$ cat src/rtl/apb_event_master_pkg.sv
// Shared types and constants for the event-to-APB write master.
package apb_event_pkg;

    // Transfer sequencer states
    typedef enum logic [1:0] {
        IDLE   = 2'b00,
        SETUP  = 2'b01,
        ACCESS = 2'b10
    } apb_state_e;

    localparam int APB_ADDR_W = 32;
    localparam int APB_DATA_W = 32;
    localparam int TAG_W      = 8;

    // Width of a channel index; a single channel still needs one bit
    function automatic int idx_width(input int n);
        return (n > 1) ? $clog2(n) : 1;
    endfunction

endpackage

$ cat src/rtl/apb_event_master_if.sv
// APB write-side bus bundle between the event master and one slave.
interface apb_event_master_if
    import apb_event_pkg::*;
#(
    parameter int ADDR_W = APB_ADDR_W,
    parameter int DATA_W = APB_DATA_W
);
    logic              psel_o;
    logic              penable_o;
    logic              pwrite_o;
    logic [ADDR_W-1:0] paddr_o;
    logic [DATA_W-1:0] pwdata_o;
    logic              pready_i;
    logic              pslverr_i;

    modport master (
        output psel_o, penable_o, pwrite_o, paddr_o, pwdata_o,
        input  pready_i, pslverr_i
    );

    modport slave (
        input  psel_o, penable_o, pwrite_o, paddr_o, pwdata_o,
        output pready_i, pslverr_i
    );
endinterface

$ cat src/rtl/apb_evt_arbiter.sv
// Fixed-priority or round-robin arbiter over the pending-event vector.
// The round-robin pointer only moves when the master actually takes a grant.
module apb_evt_arbiter
    import apb_event_pkg::*;
#(
    parameter int  NUM_EVT = 4,
    parameter int  RR_MODE = 0,
    localparam int IDX_W   = idx_width(NUM_EVT)
) (
    input  logic               clk,
    input  logic               rst,
    input  logic [NUM_EVT-1:0] req,
    input  logic               advance,
    output logic               gnt_valid,
    output logic [IDX_W-1:0]   gnt_idx
);

    logic [IDX_W-1:0] last_grant_r;
    logic [IDX_W:0]   start_s;
    logic [IDX_W:0]   pos_s;
    logic             hit_s;
    logic             valid_s;
    logic [IDX_W-1:0] idx_s;

    // Search origin: channel 0 for fixed priority, one past the last grant for round-robin
    always_comb begin
        if (RR_MODE != 0) begin
            if (last_grant_r == IDX_W'(NUM_EVT - 1)) begin
                start_s = {(IDX_W+1){1'b0}};
            end else begin
                start_s = {1'b0, last_grant_r} + (IDX_W+1)'(1'b1);
            end
        end else begin
            start_s = {(IDX_W+1){1'b0}};
        end
    end

    // Walk the channels from the origin with wrap-around; first requester wins
    always_comb begin
        valid_s = 1'b0;
        idx_s   = {IDX_W{1'b0}};
        pos_s   = start_s;
        hit_s   = 1'b0;
        for (int i = 0; i < NUM_EVT; i++) begin
            pos_s   = start_s + (IDX_W+1)'(i);
            pos_s   = (pos_s >= (IDX_W+1)'(NUM_EVT)) ? (pos_s - (IDX_W+1)'(NUM_EVT)) : pos_s;
            hit_s   = ~valid_s & req[pos_s[IDX_W-1:0]];
            idx_s   = hit_s ? pos_s[IDX_W-1:0] : idx_s;
            valid_s = valid_s | hit_s;
        end
    end

    assign gnt_valid = valid_s;
    assign gnt_idx   = idx_s;

    // Remember the channel just taken; reset points at the top so channel 0 goes first
    always_ff @(posedge clk or negedge rst) begin
        if (!rst) begin
            last_grant_r <= IDX_W'(NUM_EVT - 1);
        end else if (advance && valid_s) begin
            last_grant_r <= idx_s;
        end else begin
            last_grant_r <= last_grant_r;
        end
    end

endmodule

$ cat src/rtl/apb_event_master.sv
// Event-to-APB write master: rising edges set pending bits, each granted
// channel gets one APB write of {channel tag, running count} to its own address.
module apb_event_master
    import apb_event_pkg::*;
#(
    parameter int              NUM_EVT     = 4,
    parameter int              ADDR_W      = APB_ADDR_W,
    parameter int              DATA_W      = APB_DATA_W,
    parameter logic [ADDR_W-1:0] BASE_ADDR   = 32'h1000_0000,
    parameter logic [ADDR_W-1:0] ADDR_STRIDE = 32'h0000_1000,
    parameter int              RR_MODE     = 0,
    localparam int             IDX_W       = idx_width(NUM_EVT),
    localparam int             CNT_W       = DATA_W - TAG_W
) (
    input  logic                 clk,
    input  logic                 rst,
    input  logic [NUM_EVT-1:0]   event_i,
    input  logic                 err_clr_i,
    apb_event_master_if.master   apb,
    output logic [NUM_EVT-1:0]   pend_o,
    output logic                 ovf_o,
    output logic                 err_o,
    output logic [TAG_W-1:0]     err_ch_o
);

    apb_state_e         state_r, state_next_s;
    logic [NUM_EVT-1:0] evt_q_r, pend_r, rise_s, gmask_s, req_s, pend_next_s;
    logic [CNT_W-1:0]   cnt_r [NUM_EVT];
    logic [IDX_W-1:0]   ch_r, ch_next_s;
    logic               psel_r, penable_r, pwrite_r, ovf_r, err_r;
    logic               psel_next_s, penable_next_s, pwrite_next_s;
    logic [ADDR_W-1:0]  paddr_r, paddr_next_s, grant_addr_s;
    logic [DATA_W-1:0]  pwdata_r, pwdata_next_s, grant_data_s;
    logic [TAG_W-1:0]   err_ch_r;
    logic               complete_s, take_s, gnt_valid_s, err_set_s, ovf_next_s;
    logic [IDX_W-1:0]   gnt_idx_s;
    logic [CNT_W-1:0]   gnt_cnt_s;

    // Edge detect, completion mask and the request vector seen by the arbiter.
    // On completion the finishing channel only competes again if it re-rose this cycle.
    always_comb begin
        rise_s      = event_i & ~evt_q_r;
        complete_s  = (state_r == ACCESS) & apb.pready_i;
        gmask_s     = complete_s ? (NUM_EVT'(1'b1) << ch_r) : {NUM_EVT{1'b0}};
        pend_next_s = (pend_r & ~gmask_s) | rise_s;
        ovf_next_s  = |(rise_s & pend_r & ~gmask_s);
        err_set_s   = complete_s & apb.pslverr_i & (~err_r | err_clr_i);
        if (complete_s) begin
            req_s = (pend_r & ~gmask_s) | (rise_s & gmask_s);
        end else begin
            req_s = pend_r;
        end
    end

    apb_evt_arbiter #(
        .NUM_EVT (NUM_EVT),
        .RR_MODE (RR_MODE)
    ) u_arb (
        .clk       (clk),
        .rst       (rst),
        .req       (req_s),
        .advance   (take_s),
        .gnt_valid (gnt_valid_s),
        .gnt_idx   (gnt_idx_s)
    );

    // Address and payload for the channel being granted; a channel re-granted
    // straight after its own completion already sees its incremented count
    always_comb begin
        grant_addr_s = BASE_ADDR + ADDR_W'(gnt_idx_s) * ADDR_STRIDE;
        if (complete_s && (gnt_idx_s == ch_r)) begin
            gnt_cnt_s = cnt_r[gnt_idx_s] + CNT_W'(1'b1);
        end else begin
            gnt_cnt_s = cnt_r[gnt_idx_s];
        end
        grant_data_s = {TAG_W'(gnt_idx_s), gnt_cnt_s};
    end

    // Sequencer next-state and next APB output values
    always_comb begin
        state_next_s   = state_r;
        psel_next_s    = psel_r;
        penable_next_s = penable_r;
        pwrite_next_s  = pwrite_r;
        paddr_next_s   = paddr_r;
        pwdata_next_s  = pwdata_r;
        ch_next_s      = ch_r;
        take_s         = 1'b0;
        case (state_r)
            IDLE, ACCESS: begin
                if ((state_r == IDLE || complete_s) && gnt_valid_s) begin
                    take_s         = 1'b1;
                    state_next_s   = SETUP;
                    psel_next_s    = 1'b1;
                    penable_next_s = 1'b0;
                    pwrite_next_s  = 1'b1;
                    paddr_next_s   = grant_addr_s;
                    pwdata_next_s  = grant_data_s;
                    ch_next_s      = gnt_idx_s;
                end else if (state_r == IDLE || complete_s) begin
                    state_next_s   = IDLE;
                    psel_next_s    = 1'b0;
                    penable_next_s = 1'b0;
                    pwrite_next_s  = 1'b0;
                end else begin
                    state_next_s   = ACCESS;
                end
            end
            SETUP: begin
                state_next_s   = ACCESS;
                penable_next_s = 1'b1;
            end
            default: begin
                state_next_s   = IDLE;
                psel_next_s    = 1'b0;
                penable_next_s = 1'b0;
                pwrite_next_s  = 1'b0;
            end
        endcase
    end

    // Sequencer state and registered APB outputs
    always_ff @(posedge clk or negedge rst) begin
        if (!rst) begin
            state_r   <= IDLE;
            psel_r    <= 1'b0;
            penable_r <= 1'b0;
            pwrite_r  <= 1'b0;
            paddr_r   <= {ADDR_W{1'b0}};
            pwdata_r  <= {DATA_W{1'b0}};
            ch_r      <= {IDX_W{1'b0}};
        end else begin
            state_r   <= state_next_s;
            psel_r    <= psel_next_s;
            penable_r <= penable_next_s;
            pwrite_r  <= pwrite_next_s;
            paddr_r   <= paddr_next_s;
            pwdata_r  <= pwdata_next_s;
            ch_r      <= ch_next_s;
        end
    end

    // Event history, pending bits and the overflow pulse
    always_ff @(posedge clk or negedge rst) begin
        if (!rst) begin
            evt_q_r <= {NUM_EVT{1'b0}};
            pend_r  <= {NUM_EVT{1'b0}};
            ovf_r   <= 1'b0;
        end else begin
            evt_q_r <= event_i;
            pend_r  <= pend_next_s;
            ovf_r   <= ovf_next_s;
        end
    end

    // Per-channel transfer counters, bumped on every completion including errored ones
    always_ff @(posedge clk or negedge rst) begin
        if (!rst) begin
            for (int i = 0; i < NUM_EVT; i++) begin
                cnt_r[i] <= {CNT_W{1'b0}};
            end
        end else begin
            for (int i = 0; i < NUM_EVT; i++) begin
                if (complete_s && (ch_r == IDX_W'(i))) begin
                    cnt_r[i] <= cnt_r[i] + CNT_W'(1'b1);
                end else begin
                    cnt_r[i] <= cnt_r[i];
                end
            end
        end
    end

    // Sticky error flag recording the first failing channel; a new error beats a clear
    always_ff @(posedge clk or negedge rst) begin
        if (!rst) begin
            err_r    <= 1'b0;
            err_ch_r <= {TAG_W{1'b0}};
        end else if (err_set_s) begin
            err_r    <= 1'b1;
            err_ch_r <= TAG_W'(ch_r);
        end else if (err_clr_i) begin
            err_r    <= 1'b0;
            err_ch_r <= {TAG_W{1'b0}};
        end else begin
            err_r    <= err_r;
            err_ch_r <= err_ch_r;
        end
    end

    assign apb.psel_o    = psel_r;
    assign apb.penable_o = penable_r;
    assign apb.pwrite_o  = pwrite_r;
    assign apb.paddr_o   = paddr_r;
    assign apb.pwdata_o  = pwdata_r;
    assign pend_o        = pend_r;
    assign ovf_o         = ovf_r;
    assign err_o         = err_r;
    assign err_ch_o      = err_ch_r;

endmodule

$ cat src/flat_wrapper.sv
// flat-port wrapper written by rule: the top's interface ports become plain ports
module apb_event_master_flat import apb_event_pkg::*;
#(
    parameter int              NUM_EVT     = 4,
    parameter int              ADDR_W      = APB_ADDR_W,
    parameter int              DATA_W      = APB_DATA_W,
    parameter logic [ADDR_W-1:0] BASE_ADDR   = 32'h1000_0000,
    parameter logic [ADDR_W-1:0] ADDR_STRIDE = 32'h0000_1000,
    parameter int              RR_MODE     = 0,
    localparam int             IDX_W       = idx_width(NUM_EVT),
    localparam int             CNT_W       = DATA_W - TAG_W
)
  (clk, rst, event_i, err_clr_i, pend_o, ovf_o, err_o, err_ch_o, apb_psel_o, apb_penable_o, apb_pwrite_o, apb_paddr_o, apb_pwdata_o, apb_pready_i, apb_pslverr_i);
  apb_event_master_if #(.ADDR_W(ADDR_W), .DATA_W(DATA_W)) apb_i ();
  input  logic clk;
  input  logic rst;
  input  logic [NUM_EVT-1:0] event_i;
  input  logic err_clr_i;
  output logic [NUM_EVT-1:0] pend_o;
  output logic ovf_o;
  output logic err_o;
  output logic [TAG_W-1:0] err_ch_o;
  output wire logic [$bits(apb_i.psel_o)-1:0] apb_psel_o;
  output wire logic [$bits(apb_i.penable_o)-1:0] apb_penable_o;
  output wire logic [$bits(apb_i.pwrite_o)-1:0] apb_pwrite_o;
  output wire logic [$bits(apb_i.paddr_o)-1:0] apb_paddr_o;
  output wire logic [$bits(apb_i.pwdata_o)-1:0] apb_pwdata_o;
  input wire logic [$bits(apb_i.pready_i)-1:0] apb_pready_i;
  input wire logic [$bits(apb_i.pslverr_i)-1:0] apb_pslverr_i;
  assign apb_psel_o = apb_i.psel_o;
  assign apb_penable_o = apb_i.penable_o;
  assign apb_pwrite_o = apb_i.pwrite_o;
  assign apb_paddr_o = apb_i.paddr_o;
  assign apb_pwdata_o = apb_i.pwdata_o;
  assign apb_i.pready_i = apb_pready_i;
  assign apb_i.pslverr_i = apb_pslverr_i;
  apb_event_master #(.NUM_EVT(NUM_EVT), .ADDR_W(ADDR_W), .DATA_W(DATA_W), .BASE_ADDR(BASE_ADDR), .ADDR_STRIDE(ADDR_STRIDE), .RR_MODE(RR_MODE)) u_core (.clk(clk), .rst(rst), .event_i(event_i), .err_clr_i(err_clr_i), .apb(apb_i), .pend_o(pend_o), .ovf_o(ovf_o), .err_o(err_o), .err_ch_o(err_ch_o));
endmodule
$ cat config.mk
export PLATFORM = sky130hd
export DESIGN_NAME = apb_event_master_flat
export DESIGN_NICKNAME = d
export VERILOG_FILES = /design/src/rtl/apb_event_master_pkg.sv /design/src/rtl/apb_event_master_if.sv /design/src/rtl/apb_evt_arbiter.sv /design/src/rtl/apb_event_master.sv /design/src/flat_wrapper.sv
export SDC_FILE = /design/constraint.sdc
export NUM_CORES = 1
export LEC_CHECK = 0
export CAP_MARGIN = 15
export CORE_MARGIN = 2
export CORE_UTILIZATION = 53
export CTS_BUF_LIST = sky130_fd_sc_hd__clkbuf_4 sky130_fd_sc_hd__clkbuf_8
export DETAILED_ROUTE_END_ITERATION = 10
export PLACE_DENSITY = 0.8
export SLEW_MARGIN = 20
export SYNTH_ARGS = -nofsm -noshare
export SYNTH_HDL_FRONTEND = slang
export SYNTH_SLANG_ARGS = --single-unit
$ cat constraint.sdc
create_clock -name clk -period 3.5 [get_ports clk]
set_input_delay 0.7 -clock clk [delete_from_list [all_inputs] [get_ports clk]]
set_output_delay 0.7 -clock clk [all_outputs]
set_load 0.02 [all_outputs]
**Word-level counts from Yosys, hierarchy flattened**

Cells that the tools add are included.

- Flip-flop bits (word level): 178
- Logic and storage cells: 90
- Output and inout bits: 81
- Bits of input ports: 9

- Equal/unequal tests: 7
- Shift operators: 1
- $add $sub $neg: 6
- Bitwise logic cells: 25
- $lt $le $gt $ge: 1
- Reduce and logical (&&, ||, !) cells: 14
- Multiplexer cells: 21

Operators by type and width:

| kind | count |
|---|---|
| $add A24 B1 Y24 const B | 5 |
| $mux W24 | 3 |
| $bmux W24 S2 | 1 |
| $add A29 B14 Y30 const A | 1 |
| $and A4 B4 Y4 | 5 |
| $mux W8 | 2 |
| $mux W2 | 4 |
| $mux W4 | 2 |
| $not A4 Y4 | 2 |
| $or A4 B4 Y4 | 2 |
| $and A1 B1 Y1 | 6 |
| $eq A2 B2 Y1 const B | 3 |
| $logic_and A1 B1 Y1 | 6 |
| $mux W1 | 6 |
| $not A1 Y1 | 5 |
| $eq A2 B1 Y1 const B | 2 |
| $logic_not A2 Y1 | 2 |
| $or A1 B1 Y1 | 4 |
| $pmux W1 S2 | 2 |
| $pmux W2 S2 | 1 |
| $reduce_and A2 Y1 | 2 |
| $reduce_or A4 Y1 | 1 |
| $shl A1 B2 Y4 const A | 1 |
| $ge A3 B3 Y1 const B | 1 |
| other kinds (6) | 6 |

**Logic depth before layout (Yosys ltp)**

Gate-level depths: netlist of the first run.

- Depth in word-level cells: 22
- Mapped depth: 17
- Mapped depth without buffers: 14

**Modules after synthesis**

Synthesis of the first run repeated with hierarchy kept, for this count alone.

- Cell total of the unflattened synthesis: 703
- Area total of the unflattened synthesis: 7,442.1 um^2

Modules (own cells, without submodules):

| module | area each (um^2) | seq. area each (um^2) | times used | cells each |
|---|---|---|---|---|
| apb_event_master | 7,407.1 | 3,478.3 | 1 | 696 |
| apb_evt_arbiter | 35.0 | 0.0 | 1 | 7 |

**Least setup slack after synthesis of the first run**

OpenSTA, ideal clock, no wires.

- Kind: input port to flip-flop
- Start point: in apb_pready_i
- End point: reg u_core.pwdata_r[20] (netlist: u_core.apb.pwdata_o[20])
- Setup time: 0.082 ns
- Arrival time: 3.883 ns
- Path slack: -0.465 ns
- Stages on the path: 16
- Data required time: 3.418 ns
- Cell sequence: and4bb_2 nor3_2 a311oi_4 nand2b_1 buf_6 buf_4 mux2i_1 mux2i_1 ha_1 inv_1 a2111oi_2 nand3_1 nor4_4 nand4_1 or4_1 a31oi_1

- Word-level cells in the longest chain between the ends: 21
- Elaborated cells between the ends (all ways): 30
- Those cells by class: add/sub: 1; eq/ne: 1; mux: 9; bitwise: 15; reduce/logical: 4

RTL lines:

| element | RTL line | source |
|---|---|---|
| from (decl) | flat_wrapper.sv:28 | `input wire logic [$bits(apb_i.pready_i)-1:0] apb_pready_i;` |
| $and A1 B1 Y1 * | apb_event_master.sv:43 | `complete_s = (state_r == ACCESS) & apb.pready_i;` |
| $mux W4 | apb_event_master.sv:44 | `gmask_s = complete_s ? (NUM_EVT'(1'b1) << ch_r) : {NUM_EVT{1'b0}};` |
| $not A4 Y4 | apb_event_master.sv:49 | `req_s = (pend_r & ~gmask_s) \| (rise_s & gmask_s);` |
| $and A4 B4 Y4 | apb_event_master.sv:49 |  |
| $or A4 B4 Y4 | apb_event_master.sv:49 |  |
| $mux W4 | apb_event_master.sv:48 | `if (complete_s) begin` |
| $not A1 Y1 | apb_evt_arbiter.sv:47 | `hit_s = ~valid_s & req[pos_s[IDX_W-1:0]];` |
| $and A1 B1 Y1 | apb_evt_arbiter.sv:47 |  |
| (+4 left out) | -- |  |
| $not A1 Y1 | apb_evt_arbiter.sv:47 |  |
| $and A1 B1 Y1 | apb_evt_arbiter.sv:47 |  |
| $mux W2 | apb_evt_arbiter.sv:48 | `idx_s = hit_s ? pos_s[IDX_W-1:0] : idx_s;` |
| $not A2 Y3 (implied by the code) | apb_event_master.sv:72, apb_event_master.sv:74 |  |
| $bmux W24 S2 | apb_event_master.sv:72, apb_event_master.sv:74 |  |
| $mux W24 (implied by the code) (2 in a row) | apb_event_master.sv:72, apb_event_master.sv:74 |  |
| $add A24 B1 Y24 | apb_event_master.sv:72 | `gnt_cnt_s = cnt_r[gnt_idx_s] + CNT_W'(1'b1);` |
| $mux W24 | apb_event_master.sv:71 | `if (complete_s && (gnt_idx_s == ch_r)) begin` |
| to (signal assigned) | apb_event_master.sv:130 | `pwdata_r <= {DATA_W{1'b0}};` |
| to (signal assigned) | apb_event_master.sv:138 | `pwdata_r <= pwdata_next_s;` |
| to (decl) | apb_event_master.sv:33 | `logic [DATA_W-1:0] pwdata_r, pwdata_next_s, grant_data_s;` |

Mark *: on every way between the ends. The rest lies on a longest branch, timed or not. The select of a mux whose other input is x is not followed.
A chain may end at the register's enable or synchronous reset.

**Final worst setup path of the first run**

- Start point: reg u_core.ch_r[0]
- End point: reg u_core.pwdata_r[20] (netlist: u_core.apb.pwdata_o[20])

- Word-level cells in the longest chain between the ends: 21
- Elaborated cells between the ends (all ways): 29
- Those cells by class: add/sub: 1; eq/ne: 1; shift: 1; mux: 9; bitwise: 14; reduce/logical: 3

RTL lines:

| element | RTL line | source |
|---|---|---|
| from (decl) | apb_event_master.sv:29 | `logic [IDX_W-1:0] ch_r, ch_next_s;` |
| from (signal assigned) | apb_event_master.sv:131 | `ch_r <= {IDX_W{1'b0}};` |
| from (signal assigned) | apb_event_master.sv:139 | `ch_r <= ch_next_s;` |
| $shl A1 B2 Y4 | apb_event_master.sv:44 |  |
| $mux W4 | apb_event_master.sv:44 |  |
| $not A4 Y4 | apb_event_master.sv:49 |  |
| $and A4 B4 Y4 | apb_event_master.sv:49 |  |
| $or A4 B4 Y4 | apb_event_master.sv:49 |  |
| $mux W4 | apb_event_master.sv:48 |  |
| $not A1 Y1 | apb_evt_arbiter.sv:47 |  |
| $and A1 B1 Y1 | apb_evt_arbiter.sv:47 |  |
| (+4 left out) | -- |  |
| $not A1 Y1 | apb_evt_arbiter.sv:47 |  |
| $and A1 B1 Y1 | apb_evt_arbiter.sv:47 |  |
| $mux W2 | apb_evt_arbiter.sv:48 |  |
| $not A2 Y3 (implied by the code) | apb_event_master.sv:72, apb_event_master.sv:74 |  |
| $bmux W24 S2 | apb_event_master.sv:72, apb_event_master.sv:74 |  |
| $mux W24 (implied by the code) (2 in a row) | apb_event_master.sv:72, apb_event_master.sv:74 |  |
| $add A24 B1 Y24 | apb_event_master.sv:72 |  |
| $mux W24 | apb_event_master.sv:71 |  |

Several ways; a longest one is shown, not always the timed one. The select of a mux whose other input is x is not followed.

==> flow_summary.json, run 1 <==
{
  "grt_setup_unrepaired": "true",
  "io-pin-count": 90,
  "clk_latency_ns": 0.46,
  "power.leakage_nw": 4.32,
  "syn_area_per_cell_um2": 10.3,
  "switching_share": 0.341,
  "antenna_found_initial": 0,
  "powerDensity_mw_per_mm2": 553,
  "wl_met2_um": 9260,
  "failed_checks": "negative setup slack",
  "vias": 6013,
  "drive_above_1_share": 0.203,
  "wirelength_um": 18600,
  "slowest_delay_ns": 0.46,
  "max_freq_ghz": 0.280,
  "fin_crit_ns": 3.57,
  "r2r-start": "u_core.ch_r[0]",
  "path_cells": "buf_4 -> nor4bb_4 -> mux2i_1 -> nand4_1 -> nand2_4 -> mux4_2 -> ha_4 -> inv_2 -> a2111oi_4 -> nand3_2 -> nor4_4 -> nand4_1 -> or4_1 -> a31oi_1",
  "nets": 879,
  "grt_pass1_vias": 5754,
  "yosysUniqueCellTypes": 64,
  "worstPathArrival_ns": 3.95,
  "cp_max_fo": 7,
  "dr_wl_met3_um": 1250,
  "pwr-share-comb": 0.342,
  "grt_max_degree": 90,
  "fin_ws_ns": -0.0671,
  "met1_length_um": 7750,
  "numCtsBuffers": 17,
  "place_congestion": 0.920,
  "hold_class": "input port to async pin",
  "ff2ff_path_depth": 14,
  "setup_viol": 4,
  "drt_iter0_drc": 428,
  "ys_seq_area_frac": 0.460,
  "root_buffer": "clkbuf_8",
  "synth_edf_count": 0,
  "cts_max_path_buffers": 2,
  "via_per_inst": 5.70,
  "intPower_mw": 3.37,
  "slew_headroom": 0.467,
  "synth_area_mm2": 0.00755,
  "die-area_mm2": 0.0152,
  "worst_slew_pin_slew_ns": 0.800,
  "area_growth_pct": 22.5,
  "ir_worst_vdd_v": 0.000344,
  "core_area_mm2": 0.0139,
  "chipWidth_um": 123,
  "hpwl_um": 12900,
  "p_seq_frac": 0.387,
  "initial_core_util": 0.544,
  "overflow": 0,
  "finalMaxSlewViolations": 0,
  "r2r_setup_slack_ns": -0.07,
  "required_ns": 3.88,
  "netlist_instances": 732,
  "clkPwrFrac": 0.271,
  "fin_total_pwr_mw": 5.11,
  "status": "finished, violations left",
  "cts_tree": "done",
  "ys_async_sr_fraction": 1.00,
  "cap_violations": 0,
  "crit_path_top_delay_cell": "dfrtp_1",
  "synth_top_area_cell": "dfrtp_1",
  "grt_use_total": 0.243,
  "n_antenna_cell": 0,
  "drc": 0,
  "fin_crit_sh": 1.02,
  "grt_first_pass_wirelength_um": 28300,
  "routed.top_layer": "met4",
  "r2r-end": "u_core.apb.pwdata_o[20]",
  "synthFlopType": "dfrtp_1",
  "clk_pin_slew_ns": 0.07,
  "path_common_cell": "nand4_1",
  "yosys_warnings": 0,
  "crit_type": "flip-flop to flip-flop",
  "crit_family": "simple AND/OR/NAND/NOR gates",
  "die_h_um": 123,
  "postRouteAntennaNets": 0,
  "synthTopCellsByCount": "139 x dfrtp_1, 90 x nand2_1, 73 x xnor2_1, 48 x nand3_1, 46 x buf_4",
  "numClockSinks": 139,
  "cts_max_level": 4,
  "synthTopCellsByArea": "dfrtp_1 46%, xnor2_1 8.5%, mux2i_1 4.8%, buf_4 4.6%, nand2_1 4.5%",
  "rows": 43,
  "numPortBuffers": 48,
  "timing.final.hold_violations": 0,
  "post_drt_wl_per_cell_um": 17.7,
  "fin_skew_ns": 0.0119,
  "cp-start-kind": "flip-flop",
  "yosysMostFrequentCell": "dfrtp_1",
  "final_util": 0.666,
  "crit_buf_inv": 2,
  "drt-pass1-iter-count": 7,
  "p_sw_mw": 1.74,
  "ys_seq_elements": 139,
  "netlist.area_leader.share": 0.460,
  "crit_path_end_kind": "flip-flop"
}
## metrics by stage
step / area (um2) / setup slack [ns] / hold WS, ns / TNS [ns] / cells
2_1_floorplan: 7740 / -0.430 / 0.404 / -1.60 / 772
3_3_place_gp: 8620 / -0.617 / 0.449 / -8.11 / 1016
3_5_place_dp: 8620 / -0.787 / 0.465 / -11.41 / 1016
4_1_cts: 9100 / 0.0149 / 0.334 / 0 / 1052
5_1_grt: 9250 / -0.250 / 0.369 / -1.48 / 1055
6_report: 9250 / -0.0671 / 0.310 / -0.161 / 1055
## sequential cells by signal, summed over array words and instances, names as in the netlist
register,count
u_core.apb.paddr_o,2
u_core.apb.penable_o,1
u_core.apb.psel_o,1
u_core.apb.pwdata_o,24
u_core.ch_r,1
u_core.cnt_r,96
u_core.err_ch_o,2
u_core.err_o,1
u_core.evt_q_r,4
u_core.ovf_o,1
u_core.pend_o,4
u_core.state_r,2
## final cells by class
class                   instances  area [um2]
fillers                       958        4630
multi-input cells             555        3880
flip-flops and latches        139        3480
repair buffers                138        1200
clock buffers                  23         310
well taps                     180         225
clock inverters                 6         111
inverters                      14        52.6
## cell usage in the layout (no fill, tap or decap), types with 3 or more instances in the layout
cell type and instances:
dfrtp_1 139, nand2_1 88, buf_4 86, xnor2_1 72, nand3_1 47, clkdlybuf4s50_1 45, nor2_1 42, conb_1 41
xor2_1 35, mux2i_1 33, nand4_1 28, and3_1 22, clkbuf_8 22, o21ai_0 21, inv_1 13, mux2_2 13
a31oi_1 8, nor3_1 8, mux4_2 5, and2_1 5, and4_1 5, nand2b_1 4, a21oi_1 4, o21ai_1 4
ha_1 4, nor4_4 3, or3_4 3, bufinv_16 3, buf_12 3
## metal layers
layer	vias to the layer above	global-route usage
li1	2739	-
met5	-	0
met3	32	0.0530
met2	267	0.391
met1	2975	0.322
met4	0	0.0895
## power groups by stage
stage / clock, mW / combinational (mW) / sequential [mW]
after floorplan: 0 / 0.907 / 2.06
after global placement: 0 / 1.51 / 1.98
after detailed placement: 0 / 1.57 / 1.99
after CTS: 1.40 / 1.61 / 1.96
after global routing: 1.47 / 1.87 / 1.99
final: 1.38 / 1.75 / 1.98
## worst max-delay path by stage
stage	endpoint	slack, ns	cells after the start	from
6_report	u_core.apb.pwdata_o[20]	-0.07	14	u_core.ch_r[0]
3_3_place_gp	u_core.apb.pwdata_o[22]	-0.62	16	apb_pready_i
2_1_floorplan	u_core.apb.pwdata_o[20]	-0.43	17	apb_pready_i
5_1_grt	u_core.apb.pwdata_o[20]	-0.25	14	u_core.ch_r[0]
3_5_place_dp	u_core.apb.pwdata_o[18]	-0.79	16	apb_pready_i
4_1_cts	u_core.apb.pwdata_o[22]	0.01	15	event_i[3]
## what timing repair did
item,in CTS,in global routing
hold endpoints to repair,0,0
pin swaps,5,19
hold buffers,0,0
resized for setup,5,32
setup endpoints to repair,14,12
setup buffers,7,3
gates cloned,0,0
## kinds of logic (layout without fill, tap and decap cells)
family / after synthesis / after routing / synth area share
AND/OR/NAND/NOR: 285 / 285 / 0.197
flip-flops: 139 / 139 / 0.460
XOR/XNOR: 108 / 108 / 0.125
buffers and inverters: 78 / 181 / 0.0673
AO/OA/AOI/OAI: 59 / 59 / 0.0518
multiplexers: 57 / 57 / 0.0890
adder cells (fa/ha/maj): 5 / 5 / 0.00828
other: 1 / 41 / 0.000496
Note: power is estimated with default switching activity, not from simulation.
==> inputs of run 2 (changes only) <==
CORE_UTILIZATION = 58   (was 53)
PLACE_DENSITY = 0.83   (was 0.8)
TNS_END_PERCENT = 30   (was unset)
clock period = 4.1 ns   (was 3.5 ns; I/O delays follow)
==> flow_summary.json, run 2 (synthesis results as in run 1) <==
{
  "hpwl_um": 13400,
  "grt_pass1_vias": 5887,
  "setup_viol": 0,
  "ir_worst_vdd_v": 0.000226,
  "fin_crit_ns": 3.71,
  "fin_area_mm2": 0.00895,
  "drt-pass1-iter-count": 5,
  "cap_violations": 0,
  "root_buffer": "clkbuf_8",
  "crit_path_end_kind": "flip-flop",
  "power.leakage_nw": 4.16,
  "place_area_mm2": 0.00851,
  "regMostFlops": "u_core.cnt_r",
  "antenna_found_initial": 0,
  "clk_pin_slew_ns": 0.09,
  "worstPathArrival_ns": 4.09,
  "place_ws_ns": -0.329,
  "die-area_mm2": 0.0140,
  "cts_max_level": 4,
  "wirelength_um": 18100,
  "fin_skew_ns": 0.0129,
  "grt_first_pass_wirelength_um": 29700,
  "cts_hold_buffers": 0,
  "die_h_um": 118,
  "dp.cells": 999,
  "chipWidth_um": 118,
  "r2r-start": "u_core.state_r[0]",
  "timing.final.hold_violations": 0,
  "final_common_cell": "dfrtp_1",
  "initial_core_util": 0.596,
  "routed.top_layer": "met4",
  "finalMaxSlewViolations": 0,
  "grt_max_degree": 89,
  "cp-start-kind": "input port",
  "finalNonFillerCells": 1032,
  "fin_crit_sh": 0.905,
  "via_per_inst": 5.77,
  "required_ns": 4.48,
  "slew_headroom": 0.456,
  "grt_use_total": 0.269,
  "dr_wl_met3_um": 1040,
  "nets": 861,
  "drc": 0,
  "largest_reg_flops": 96,
  "startpoint": "event_i[0]",
  "met1_length_um": 7710,
  "drt_iter0_drc": 543,
  "status": "finished clean",
  "place_congestion": 0.964,
  "crit_type": "input port to flip-flop",
  "cts_max_path_buffers": 2,
  "max_freq_ghz": 0.270,
  "grt_setup_unrepaired": "false",
  "numPortBuffers": 48,
  "io-pin-count": 90,
  "cp_max_fo": 21,
  "postRouteAntennaNets": 0,
  "hold_slack_ns": 0.405,
  "layout_common_cells": "139 x dfrtp_1, 90 x nand2_1, 73 x xnor2_1, 69 x buf_4, 47 x nand3_1",
  "powerDensity_mw_per_mm2": 463,
  "area_growth_pct": 18.5,
  "clk_latency_ns": 0.45,
  "core_area_mm2": 0.0127,
  "post_drt_wl_per_cell_um": 17.6,
  "drive_above_1_share": 0.167,
  "numClockSinks": 139,
  "overflow": 0,
  "numCtsBuffers": 17,
  "hold_class": "input port to async pin",
  "n_antenna_cell": 0,
  "vias": 5957,
  "fin_ws_ns": 0.391,
  "worst_slew_pin_slew_ns": 0.816,
  "rows": 41,
  "cts_tree": "done",
  "wl_met2_um": 8950
}
==> run 2: changes by cell type in the layout (fill, tap and decap cells not counted), moves of 3 or more <==
cell | before | now
or3_1 | 2 | 5
o21ai_0 | 21 | 25
clkinvlp_4 | 1 | 5
inv_6 | 0 | 4
mux2i_1 | 33 | 36
or3_4 | 3 | 0
o21ai_1 | 4 | 1
buf_4 | 86 | 69
clkbuf_8 | 22 | 18
==> run 2: routing by layer <==
metal	track usage	vias up
met1	0.356	2975
li1	-	2695
met2	0.440	244
met5	0	-
met3	0.0504	43
met4	0.101	0
==> run 2: path summary, 6_finish.rpt <==
kind                                      endpoint  slack, ns  depth (start not counted)
max reg2reg                u_core.apb.pwdata_o[21]       0.56                         13
max                        u_core.apb.pwdata_o[19]       0.39                         12
min                               u_core.cnt_r[25]       0.40                          1
min in group clk              u_core.apb.penable_o       0.48                          1
min reg2reg                   u_core.apb.penable_o       0.48                          1
max in group asynchronous         u_core.cnt_r[34]       2.80                          2
==> run 2: layout make-up <==
class	instances	area (um2)
Tap cell	172	215
Fill cell	896	3720
Inverter	14	52.6
Clock inverter	13	134
Clock buffer	19	255
Sequential cell	139	3480
Multi-Input combinational cell	555	3760
Timing Repair Buffer	120	1050
==> run 2: worst max-delay path, stage by stage <==
cell,delay [ns]
clkdlybuf4s50_1,0.46
nor2b_1,0.31
nor4_4,0.07
a311oi_4,0.22
nand2b_1,0.25
buf_4,0.34
mux2i_1,0.13
mux2_4,0.30
nor4_4,0.30
nand4_2,0.16
or4_1,0.55
a31oi_1,0.17
==> run 2: repair_timing <==
action                     in CTS  in global routing
buffers inserted                0                  1
setup endpoints to repair       0                 12
hold endpoints to repair        0                  0
resized for setup               0                  7
==> run 2: power breakdown <==
part / leakage (nW) / switching [mW] / internal, mW / total (mW)
Combinational: 2.11 / 0.746 / 0.623 / 1.37
Sequential: 1.86 / 0.169 / 1.52 / 1.68
Clock: 0.183 / 0.576 / 0.517 / 1.09
==> run 2: per-stage QoR <==
stage               utilization  power, mW  setup TNS [ns]
floorplan                     -       2.52               0
global placement          0.671       2.97           -1.94
detailed placement        0.671       3.02           -3.52
CTS                       0.702       4.11               0
global route              0.707       4.34               0
finish                    0.707       4.15               0
==> edit 1: new RTL, settings of run 2 <==
Set the package constant `APB_DATA_W` to 36 (it was 32).
--- a/src/rtl/apb_event_master_pkg.sv
+++ b/src/rtl/apb_event_master_pkg.sv
@@ -10,5 +10,5 @@
 
     localparam int APB_ADDR_W = 32;
-    localparam int APB_DATA_W = 32;
+    localparam int APB_DATA_W = 36;
     localparam int TAG_W      = 8;
 
Interface: changed (resized apb_pwdata_o); port bits go from 90 to 94. No check against the original RTL was run, so the function may have changed too.
==> edit 1 against run 2 <==
Sequential cell count increased by 20. Sequential power increased by 17%. Via count increased by 27%. Maximum frequency decreased by 2.9%. Synthesized area increased by 19%. Wire length increased by 22%. Worst setup slack got worse by 0.11 ns. Critical path depth increased by 5. Final area increased by 20%. Power increased by 38%. Highest routed layer unchanged.
==> edit 1: results (changes against run 2) <==
Outcome
  • Status: completed

Global route
  • Largest net degree at the start of global routing: 81 (-9.0%)
  • First-pass GRT wire length: 36.0 mm (+21%)
  • Antenna violations before repair: 0 (unchanged)
  • Total Routing Usage GR: 28.0% (+1.2 points)
  • Vias in the first global route: 7253 (+23%)

Yosys
  • Yosys warnings: 0 (unchanged)
  • Top cells by area, synth: dfrtp_1 44%, xnor2_1 7.8%, nand2_1 6.0%
  • Post-synth cell types: 68 (+6.3%)
  • Synth cell count leaders: 159 x dfrtp_1, 143 x nand2_1, 80 x xnor2_1
  • Syn_area_per_cell: 9.47 um^2 (-8.2%)
  • Sequential-to-total area share from yosys stat: 44.3% (-1.8 points)

Critical path
  • Worst path arrival time: 4.19 ns (+0.10 ns)
  • CP max FO: 7 (-67%)
  • Top Family by Delay on Critical Path: simple AND/OR/NAND/NOR gates
  • R2R Path End: u_core.apb.pwdata_o[27]
  • FF-to-FF path depth: 13 (unchanged)
  • Max stage delay on crit path: 0.50 ns (-0.05 ns)
  • Register-to-register setup slack: 0.51 ns (-0.05 ns)
  • Reg-to-reg startpoint: u_core.state_r[0]
  • Critical-path top delay cell: clkdlybuf4s50_1
  • Critical Path End: u_core.apb.pwdata_o[20]
  • Worst Setup SP: event_i[3]

Pwr
  • Pleak: 0.00489 uW (+18%)
  • Peak supply drop: 0.260 mV (+15%)

Finish
  • Total Nets Final: 1103 (+28%)
  • Most flop-heavy register: u_core.cnt_r
  • Max reg flops: 112 (+17%)
  • ANT cells: 0 (unchanged)
  • Fill cell count: 1050 (+17%)
  • Layout cells sized above 1: 16.2% (-0.59 points)

CTS
  • Worst-Skew Late Latency: 0.48 ns (+0.03 ns)
  • Clock root cell: clkbuf_8
  • CTS Buffer Depth: 2 (unchanged)
  • Max H-tree Level: 4 (unchanged)
  • CTS Buf Count: 17 (unchanged)
  • Clock-pin slew on the worst setup and hold paths: approximately 0.08 ns

Timing
  • Tmin final: 3.82 ns (+0.113 ns)
  • Slew headroom: 49.5% (+3.9 points)
  • Hold slack: 0.382 ns (-0.0226 ns)
  • Clk_skew: 0.0125 ns (-0.000382 ns)

Hold path
  • Hold/Removal Path Class: in -> async

Detailed routing
  • Initial DRC count: 727 (+34%)
  • Vias per std cell: 5.86 (+1.6%)
  • DR WL/cell: 17.2 um (-2.4%)
  • WL final: 22.1 mm (+22%)

Placed design
  • Port bufs: 52 (+8.3%)
  • HPWL after DPL: 16.2 mm (+21%)
  • Placed insts: 1257 (+26%)
  • Dpl ws: -0.446 ns (-0.117 ns)
  • GP Congestion: 0.923 (-4.3%)
[edit 1: cell types whose count changed in the layout (fill, tap and decap cells not counted), sizes merged, moves of 8 or more]
cell,delta
a211oi,+29
mux2,-11
a21oi,+10
xor2,+11
o21ai,+10
buf,+34
nor2,+21
a31oi,+8
mux2i,-23
dfrtp,+20
nand2,+53
inv,-10
and3,+38
[edit 1: cell families after synthesis]
group	synth area share, %
AOI/OAI and AO/OA	9.61
buffers and inverters	6.20
other	0.0417
and+or+nand+nor	25.0
muxes	1.95
xor gates and xnor gates	12.3
adders and majority gates	0.696
DFF	44.3
[edit 1: worst reg2reg max path, delay by kind of cell, from the launching register on]
family	cells	cell delay, ns
simple gates	8	2.09
mux	1	0.18
buf+inv	3	0.63
compound gates	1	0.10
flops	1	0.50
[edit 1: stage by stage]
step / area [um^2] / utilization [%]
finish: 10700 / 70.7
detailed placement: 10200 / 67.4
floorplan: 9140 / -
global route: 10700 / 70.7
global placement: 10200 / 67.4
CTS: 10700 / 70.4
[edit 1: where the power goes]
part	switching, uW	internal (uW)	total, uW
Combinational	1360	1030	2390
Sequential	207	1750	1960
Clock	609	740	1350
[edit 1: final cells by class]
| class | count | share of cell area [%] |
|---|---|---|
| multi-input combinational | 744 | 43.4 |
| clock inverter | 13 | 1.99 |
| inverter | 9 | 0.315 |
| timing repair buffer | 158 | 12.7 |
| clock buffer | 19 | 2.32 |
| tap | 188 | 2.20 |
| sequential | 159 | 37.1 |
[edit 1: routing by layer]
metal	vias to the layer above	routed length, um	track usage (%)
li1	3520	-	-
met1	3708	9860	38.7
met2	300	10300	43.6
met3	34	1530	6.40
met4	0	480	10.2
met5	-	0	0
[edit 1: what timing repair did]
action	CTS	global route
buffers inserted	0	1
hold buffers	0	0
resized for setup	0	8
setup endpoints to repair	0	10
==> edit 2: new RTL, config.mk and constraints of run 2 <==
Made on the original files. The 3 states of `apb_state_e` get a one-hot encoding in 3 bits.
--- a/src/rtl/apb_event_master_pkg.sv
+++ b/src/rtl/apb_event_master_pkg.sv
@@ -3,8 +3,8 @@
 
     // Transfer sequencer states
-    typedef enum logic [1:0] {
-        IDLE   = 2'b00,
-        SETUP  = 2'b01,
-        ACCESS = 2'b10
+    typedef enum logic [2:0] {
+        IDLE   = 3'b001,
+        SETUP  = 3'b010,
+        ACCESS = 3'b100
     } apb_state_e;
 
Function: no difference found for any inputs over 4 cycles, from zero or initial values and one cycle with rst low; so few cycles prove little.
==> edit 2 against run 2 <==
Sequential cell count is 1 higher. Via count shrank 1.2%. Power rose by 3.6%. First-iteration DRC count is 28% higher. Synthesized area is 1.7% higher. Hold slack improved by 0.076 ns. Final area decreased by 0.68%. Register-to-register slack improved by 0.14 ns. Wire length down 6.1%. Worst setup slack worse by 0.0034 ns. Clock power is 6% higher. Die area increased by 1.7%. Critical endpoint is now u_core.apb.pwdata_o[23]. Highest routed layer unchanged.
==> edit 2: results (changes against run 2) <==
Outcome
  • Status: completed

Placed design
  • HPWL after DPL: 12.9 mm (-3.8%)
  • Dpl ws: -0.0369 ns (+0.292 ns)
  • GP Congestion: 0.877 (-9.0%)

Detailed routing
  • Vias: 5884 (-1.2%)
  • DR WL/cell: 16.6 um (-5.5%)
  • Initial DRC count: 695 (+28%)

Critical path
  • Critical-path top delay cell: clkdlybuf4s50_1
  • Register-to-register setup slack: 0.70 ns (+0.14 ns)
  • FF-to-FF path depth: 12 (-1)
  • R2R Path End: u_core.apb.pwdata_o[20]
  • Max stage delay on crit path: 0.53 ns (-0.02 ns)
  • CP max FO: 14 (-33%)

Global route
  • Met3 Use GR: 4.89% (-0.15 points)
  • First-pass GRT wire length: 28.6 mm (-3.7%)
  • Largest net degree at the start of global routing: 108 (+21%)
  • Met1 usage: 34.7% (-0.88 points)
  • Vias in the first global route: 5849 (-0.65%)

Finish
  • Total Nets Final: 852 (-1.0%)

Timing
  • Clk_skew: 0.00994 ns (-0.00298 ns)

Pwr
  • Pleak: 0.00388 uW (-6.8%)
  • Peak supply drop: 0.261 mV (+16%)

Yosys
  • Sequential-to-total area share from yosys stat: 45.6% (-0.45 points)
  • Top cells by area, synth: dfrtp_1 45%, xnor2_1 7.6%, buf_4 4.6%
  • Post-synth cell types: 78 (+22%)

Hold path
  • Hold/Removal Path Class: reg -> reg
edit 2: worst max-delay path by stage:
stage                                    to  slack [ns]  cells after the start
finish              u_core.apb.pwdata_o[23]        0.39                     11
global route        u_core.apb.pwdata_o[20]        0.22                     13
CTS                 u_core.apb.pwdata_o[23]        0.44                     12
detailed placement  u_core.apb.pwdata_o[20]       -0.04                     13
global placement    u_core.apb.pwdata_o[23]        0.08                     11
floorplan           u_core.apb.pwdata_o[23]        0.66                     10
edit 2: layout make-up:
cell class | count | area (um^2)
inverter | 16 | 60.1
fill | 956 | 4190
multi-input combinational | 567 | 3820
clock inverter | 10 | 143
clock buffer | 20 | 269
timing repair buffer | 96 | 880
tap | 176 | 220
sequential | 140 | 3500
edit 2: cell families after synthesis:
logic type                 count (synthesis)  share of synthesized area (%)
AOI/OAI and AO/OA                        122                           12.2
xor gates and xnor gates                 106                           12.1
adders and majority gates                  5                          0.814
buffers and inverters                     81                           6.74
DFF                                      140                           45.6
muxes                                     21                           3.03
other                                      1                         0.0488
and+or+nand+nor                          272                           19.5
edit 2: power groups by stage:
stage               registers, uW  logic, uW  clock network, uW
detailed placement           1730       1420                  0
finish                       1710       1430               1160
floorplan                    1830        775                  0
CTS                          1710       1430               1170
global route                 1730       1540               1230
global placement             1720       1380                  0
edit 2: metal layers:
metal  vias to the layer above  wire (um)
li1                       2749          -
met1                      2891       7600
met2                       218       8230
met3                        26        946
met4                         0        248
met5                         -          0
edit 2: through the flow:
| stage | total power, uW | cells |
|---|---|---|
| floorplan | 2610 | 788 |
| global placement | 3100 | 995 |
| detailed placement | 3150 | 995 |
| finish | 4300 | 1025 |
| CTS | 4310 | 1025 |
| global route | 4490 | 1025 |
